**src/rtl/sfu_seq.sv**
```systemverilog
// ---------------------------------------------------------------------------
// sfu_seq -- sequencer for one accumulate/ReLU special-function lane.
//
// Each output pixel is produced by draining NTAP partial sums from the output
// FIFO in one unbroken burst of reads. During the burst the SFU accumulate
// enable is held high. One idle (DRAIN) cycle follows, in which the SFU latches
// ReLU(sum) and clears itself. The result is then written to output memory at
// the pixel's address. The top-level controller starts the sequencer once for
// each tile of NPIX pixels.
//
// Optional feature macro: SFU_SEQ_PERF_EN
//   defined   -> stall_cycles counts the WAIT cycles spent starved of data.
//                It saturates at 16'hFFFF and clears on reset and on start.
//   undefined -> stall_cycles is tied to zero and no counter is built.
//
// Ports
//   clk            in   clock
//   reset          in   synchronous, active-high reset
//   start          in   begin a tile (sampled only while idle)
//   ofifo_cnt      in   output FIFO occupancy
//   ofifo_valid    in   FIFO head valid
//   ofifo_rd       out  FIFO pop (head data feeds the SFU psum input directly)
//   sfu_acc        out  SFU accumulate enable (low = latch ReLU result, clear)
//   sfp_out        in   SFU result
//   out_wr         out  output memory write strobe
//   out_addr       out  output memory address (pixel index)
//   out_data       out  output memory write data (sfp_out passed through)
//   busy           out  high in every state except IDLE
//   done           out  one-cycle pulse at the end of a tile
//   err_underflow  out  sticky flag: FIFO head was invalid during a burst
//   stall_cycles   out  starved WAIT cycles (zero unless SFU_SEQ_PERF_EN)
//   dbg_state_o    out  current FSM state encoding, for observation
//
// Handshake semantics: the FIFO side is not a valid/ready pair. A burst starts
// only when ofifo_cnt >= NTAP. From then on ofifo_rd is asserted for NTAP
// consecutive cycles without looking at ofifo_valid, because the SFU clears
// its accumulator on any cycle with sfu_acc low and so a burst cannot pause.
// If ofifo_valid is low during one of these reads, err_underflow records it
// and the burst still runs to completion. out_wr is a one-cycle strobe that
// has no back-pressure; out_addr and out_data are valid only while it is high.
// ---------------------------------------------------------------------------
module sfu_seq #(
    parameter int NTAP    = 9,
    parameter int NPIX    = 16,
    parameter int PSUM_BW = 16,
    parameter int CNT_W   = 5,
    parameter int ADDR_W  = 4
) (
    input  logic               clk,
    input  logic               reset,
    input  logic               start,
    input  logic [CNT_W-1:0]   ofifo_cnt,
    input  logic               ofifo_valid,
    output logic               ofifo_rd,
    output logic               sfu_acc,
    input  logic [PSUM_BW-1:0] sfp_out,
    output logic               out_wr,
    output logic [ADDR_W-1:0]  out_addr,
    output logic [PSUM_BW-1:0] out_data,
    output logic               busy,
    output logic               done,
    output logic               err_underflow,
    output logic [15:0]        stall_cycles,
    output logic [2:0]         dbg_state_o
);

    localparam int TAP_W = (NTAP > 1) ? $clog2(NTAP) : 1;

    typedef enum logic [2:0] {
        S_IDLE  = 3'd0,
        S_WAIT  = 3'd1,
        S_ACC   = 3'd2,
        S_DRAIN = 3'd3,
        S_WRITE = 3'd4,
        S_DONE  = 3'd5
    } state_t;

    state_t              state_q, state_d;
    logic [TAP_W-1:0]    tap_cnt_q, tap_cnt_d;
    logic [ADDR_W-1:0]   pix_cnt_q, pix_cnt_d;
    logic                err_q, err_d;

    logic                cnt_ok;
    logic                tap_last;
    logic                pix_last;

    // A burst may begin only if the whole burst is already buffered.
    // The occupancy is zero-extended before the compare, so a narrow
    // occupancy field never truncates NTAP.
    assign cnt_ok   = (32'(ofifo_cnt) >= 32'(NTAP));
    assign tap_last = (tap_cnt_q == TAP_W'(NTAP - 1));
    assign pix_last = (pix_cnt_q == ADDR_W'(NPIX - 1));

    // -----------------------------------------------------------------------
    // State register
    // -----------------------------------------------------------------------
    always_ff @(posedge clk) begin
        if (reset) begin
            state_q   <= S_IDLE;
            tap_cnt_q <= '0;
            pix_cnt_q <= '0;
            err_q     <= 1'b0;
        end else begin
            state_q   <= state_d;
            tap_cnt_q <= tap_cnt_d;
            pix_cnt_q <= pix_cnt_d;
            err_q     <= err_d;
        end
    end

    // -----------------------------------------------------------------------
    // Next state and strobes. The strobes depend only on state_q, so there is
    // no combinational path from any input to ofifo_rd, sfu_acc, out_wr or
    // done.
    // -----------------------------------------------------------------------
    always_comb begin
        state_d   = state_q;
        tap_cnt_d = tap_cnt_q;
        pix_cnt_d = pix_cnt_q;
        err_d     = err_q;

        ofifo_rd  = 1'b0;
        sfu_acc   = 1'b0;
        out_wr    = 1'b0;
        done      = 1'b0;
        busy      = (state_q != S_IDLE);

        case (state_q)
            S_IDLE: begin
                if (start) begin
                    state_d   = S_WAIT;
                    pix_cnt_d = '0;
                    tap_cnt_d = '0;
                end
            end

            S_WAIT: begin
                if (cnt_ok) begin
                    state_d = S_ACC;
                end
            end

            S_ACC: begin
                ofifo_rd = 1'b1;
                sfu_acc  = 1'b1;
                // The read still issues on an empty head; only the flag records it.
                if (!ofifo_valid) begin
                    err_d = 1'b1;
                end
                if (tap_last) begin
                    tap_cnt_d = '0;
                    state_d   = S_DRAIN;
                end else begin
                    tap_cnt_d = tap_cnt_q + TAP_W'(1);
                end
            end

            S_DRAIN: begin
                // sfu_acc is low here, so the SFU latches ReLU(sum) and clears.
                state_d = S_WRITE;
            end

            S_WRITE: begin
                out_wr = 1'b1;
                if (pix_last) begin
                    state_d = S_DONE;
                end else begin
                    pix_cnt_d = pix_cnt_q + ADDR_W'(1);
                    // Go straight to the next burst when the data is already
                    // buffered, which gives one pixel every NTAP+2 cycles.
                    state_d   = cnt_ok ? S_ACC : S_WAIT;
                end
            end

            S_DONE: begin
                done      = 1'b1;
                pix_cnt_d = '0;
                state_d   = S_IDLE;
            end

            default: begin
                state_d = S_IDLE;
            end
        endcase
    end

    assign out_addr      = pix_cnt_q;
    assign out_data      = sfp_out;
    assign err_underflow = err_q;
    assign dbg_state_o   = state_q;

    // -----------------------------------------------------------------------
    // Optional starvation counter
    // -----------------------------------------------------------------------
`ifdef SFU_SEQ_PERF_EN
    logic [15:0] stall_q, stall_d;

    always_comb begin
        stall_d = stall_q;
        if (state_q == S_IDLE && start) begin
            stall_d = '0;
        end else if (state_q == S_WAIT && !cnt_ok && stall_q != 16'hFFFF) begin
            stall_d = stall_q + 16'd1;
        end
    end

    always_ff @(posedge clk) begin
        if (reset) begin
            stall_q <= '0;
        end else begin
            stall_q <= stall_d;
        end
    end

    assign stall_cycles = stall_q;
`else
    assign stall_cycles = 16'd0;
`endif

endmodule
```
**config.mk**
```make
export PLATFORM = sky130hd
export DESIGN_NAME = sfu_seq
export DESIGN_NICKNAME = d
export VERILOG_FILES = /design/src/rtl/sfu_seq.sv
export SDC_FILE = /design/constraint.sdc
export NUM_CORES = 1
export LEC_CHECK = 0
export ABC_AREA = 1
export BUFFER_PORTS_ARGS = -buffer_cell sky130_fd_sc_hd__clkbuf_2
export CORE_MARGIN = 3
export CORE_UTILIZATION = 42
export DETAILED_ROUTE_END_ITERATION = 7
export PLACE_DENSITY = 0.83
export SLEW_MARGIN = 20
export SYNTH_ARGS = -nofsm -noshare
export SYNTH_HDL_FRONTEND = slang
export SYNTH_SLANG_ARGS = --single-unit
export TNS_END_PERCENT = 1
```
**constraint.sdc**
```tcl
create_clock -name clk -period 1.9 [get_ports clk]
set_input_delay 0.19 -clock clk [delete_from_list [all_inputs] [get_ports clk]]
set_output_delay 0.19 -clock clk [all_outputs]
set_load 0.02 [all_outputs]
```
==> metrics.csv <==
metric,value,unit
status,"finished, final reports clean",
syn_area_per_cell,7.13,sq um
fill count,216,
setup ws final,0.456,ns
Syn Std Cell Area,935,sq um
port bufs,21,
Net Sw Frac,45.6,%
via count,772,
ys flop type,dfxtp_1,
depth of the worst register-to-register path,7,
CTS tree,done,
DPL Wire Length,1.38,mm
first-pass GRT wire length,2.52,mm
CTS Root Cell,clkbuf_4,
num ports,70,
largest fanout on the critical path,7,
"area leader, netlist",buf_4,
synthesized flop and latch total,12,
Setup crit end kind,output pin,
startpoint types,flop,
Layout Area Growth over Synthesis,-2.14,%
worst setup path endpoint,sfu_acc,
Post-DRT Antenna Nets,0,
Sw Pwr,470,uW
ant diodes,0,
Post-synth EDFFs,0,
die span in y,53.2,um
Clock Power Share,19.7,%
post-CTS setup buffers,0,
H-tree depth,1,
Pre-antenna DRT Iters,4,
"count leader, synth",buf_4,
synth warn,0,
Syn Inst Count,131,
DP Worst Slack,0.568,ns
P per Cell Area,1130,nW/um^2
Post-layout nets,166,
Register Area,240,sq um
WP data required,1.71,ns
hold_buf cts,0,
reg2reg end,out_addr[0],
cell leakage power,0.469,nW
sequential-to-total area share from yosys stat,25.7,%
antenna violations before repair,0,
"Clk pin slew, worst setup/hold paths",0.08,ns
R2R setup slack,0.55,ns
FP Rows,16,
die area,2830,sq um
fmax,0.692,GHz
ys async rst share,0,%
final hold vios,0,
Max-Cap Viols,0,
all-layer global routing usage,12.4,%
Inserted Clock Buffers,3,
min cycle time layout,1.44,ns
Power Internal,562,uW
clock buffer depth,2,
Final Slew Violations,0,
post-route setup TNS,0,ns
Worst R2R Start,dbg_state_o[0],
WS Path Type,reg -> out,
share of the synthesized area in the top cell type,26.5,%
"Data arrival, critical path",1.25,ns
CP Launch Point,dbg_state_o[0],
VDD IR max,0.559,mV
synth cell count leaders,"33 x buf_4, 19 x nand2_1, 12 x dfxtp_1",
GRT overflow,0,
Routability Congestion,0.877,
multi-input combinational cell area,450,sq um
starting density of the core,45.8,%
Tcrit/Tclk final,76.0,%
Initial DRC Count,22,
Core Area,2040,sq um
combinational power share,47.0,%
RSZ-0062 raised after global routing,false,
vias in the first global route,610,
Vias/cell,4.71,
worst skew pair latency,0.27,ns
proportion of layout cells with a drive suffix above 1,28.5,%
Clock Skew,0.00688,ns
die extent in x,53.2,um
largest net degree at the start of global routing,9,
Final Setup Violations,0,
per-cell routed wire length,10.2,um
total wire length,1.68,mm
"top cells by area, synth","buf_4 27%, dfxtp_1 26%, nand2_1 7.6%, a21oi_1 5.9%, nand3_1 5.4%",
Yosys cell types,23,
clk sink count,12,
DRC,0,
Post-CTS Resized,0,
Seq pwr share,33.2,%
Min-Delay Path Class,in -> reg,
## state kept, by name, indices dropped and copies added, names as in the netlist
signal	flops
tap_cnt_q	4
out_addr	4
err_underflow	1
dbg_state_o	3
## routing by layer
metal  up-vias  global-route usage, %  part of all wire (%)  routed length (um)
met5         -                      0                     0                   0
met4         0                   4.68                  0.72                  12
met3         2                   5.92                    12                 205
met2        50                   19.6                    45                 755
met1       347                   14.2                    42                 702
li1        373                      -                     -                   -
## worst max-delay path, stage by stage, from the launching register on
cell,delay (ns)
dfxtp_1,0.39
nor2_2,0.19
nand2_2,0.10
inv_2,0.12
clkbuf_2,0.18
## power groups by stage
stage,Combinational (mW),Clock [mW],Sequential [mW]
3_5_place_dp,0.481,0,0.348
3_3_place_gp,0.466,0,0.342
4_1_cts,0.483,0.210,0.342
2_1_floorplan,0.415,0,0.376
5_1_grt,0.539,0.221,0.351
6_report,0.485,0.204,0.343
## cell usage in the layout (no fill, tap or decap), drive strengths merged, types with 2 or more instances in the layout
master / n
clkbuf: 25
nand2: 23
conb: 16
inv: 13
nor2: 13
dfxtp: 12
a21oi: 11
nand3: 10
ha: 3
o21ai: 3
nand3b: 2
xor2: 2
## cells by family (layout without fill, tap and decap cells)
| family | count (synthesis) | after routing | synth area share [%] |
|---|---|---|---|
| flip-flops | 12 | 12 | 25.7 |
| XOR/XNOR | 3 | 3 | 2.81 |
| AO/OA/AOI/OAI | 15 | 15 | 8.70 |
| other | 1 | 16 | 0.401 |
| buffers and inverters | 47 | 38 | 32.1 |
| adder cells (fa/ha/maj) | 3 | 3 | 4.02 |
| AND/OR/NAND/NOR | 50 | 50 | 26.2 |
## how the worst min path moves through the flow
stage                startpoint        endpoint  cells past startpoint
CTS                       reset  dbg_state_o[2]                      2
global route              reset  dbg_state_o[2]                      2
detailed placement  sfp_out[13]    out_data[13]                      0
floorplan           ofifo_valid   err_underflow                      2
global placement    sfp_out[13]    out_data[13]                      0
finish                    reset  dbg_state_o[2]                      2
## layout make-up
cell class	count	area share, %
inverters	13	5.34
well taps	27	3.69
flip-flops and latches	12	26.3
clock buffers	4	3.97
multi-input cells	87	49.2
repair buffers	21	11.5
## through the flow
step | hold slack (ns) | cells | power (mW) | utilization (%) | cell area (sq um)
5_1_grt | 0.196 | 164 | 1.11 | 44.8 | 915
6_report | 0.183 | 164 | 1.03 | 44.8 | 915
3_5_place_dp | 0.380 | 160 | 0.829 | 43.0 | 878
2_1_floorplan | 0.400 | 146 | 0.790 | - | 991
3_3_place_gp | 0.380 | 160 | 0.808 | 43.0 | 878
4_1_cts | 0.181 | 164 | 1.04 | 44.8 | 915
(Power assumes the default switching activity.)
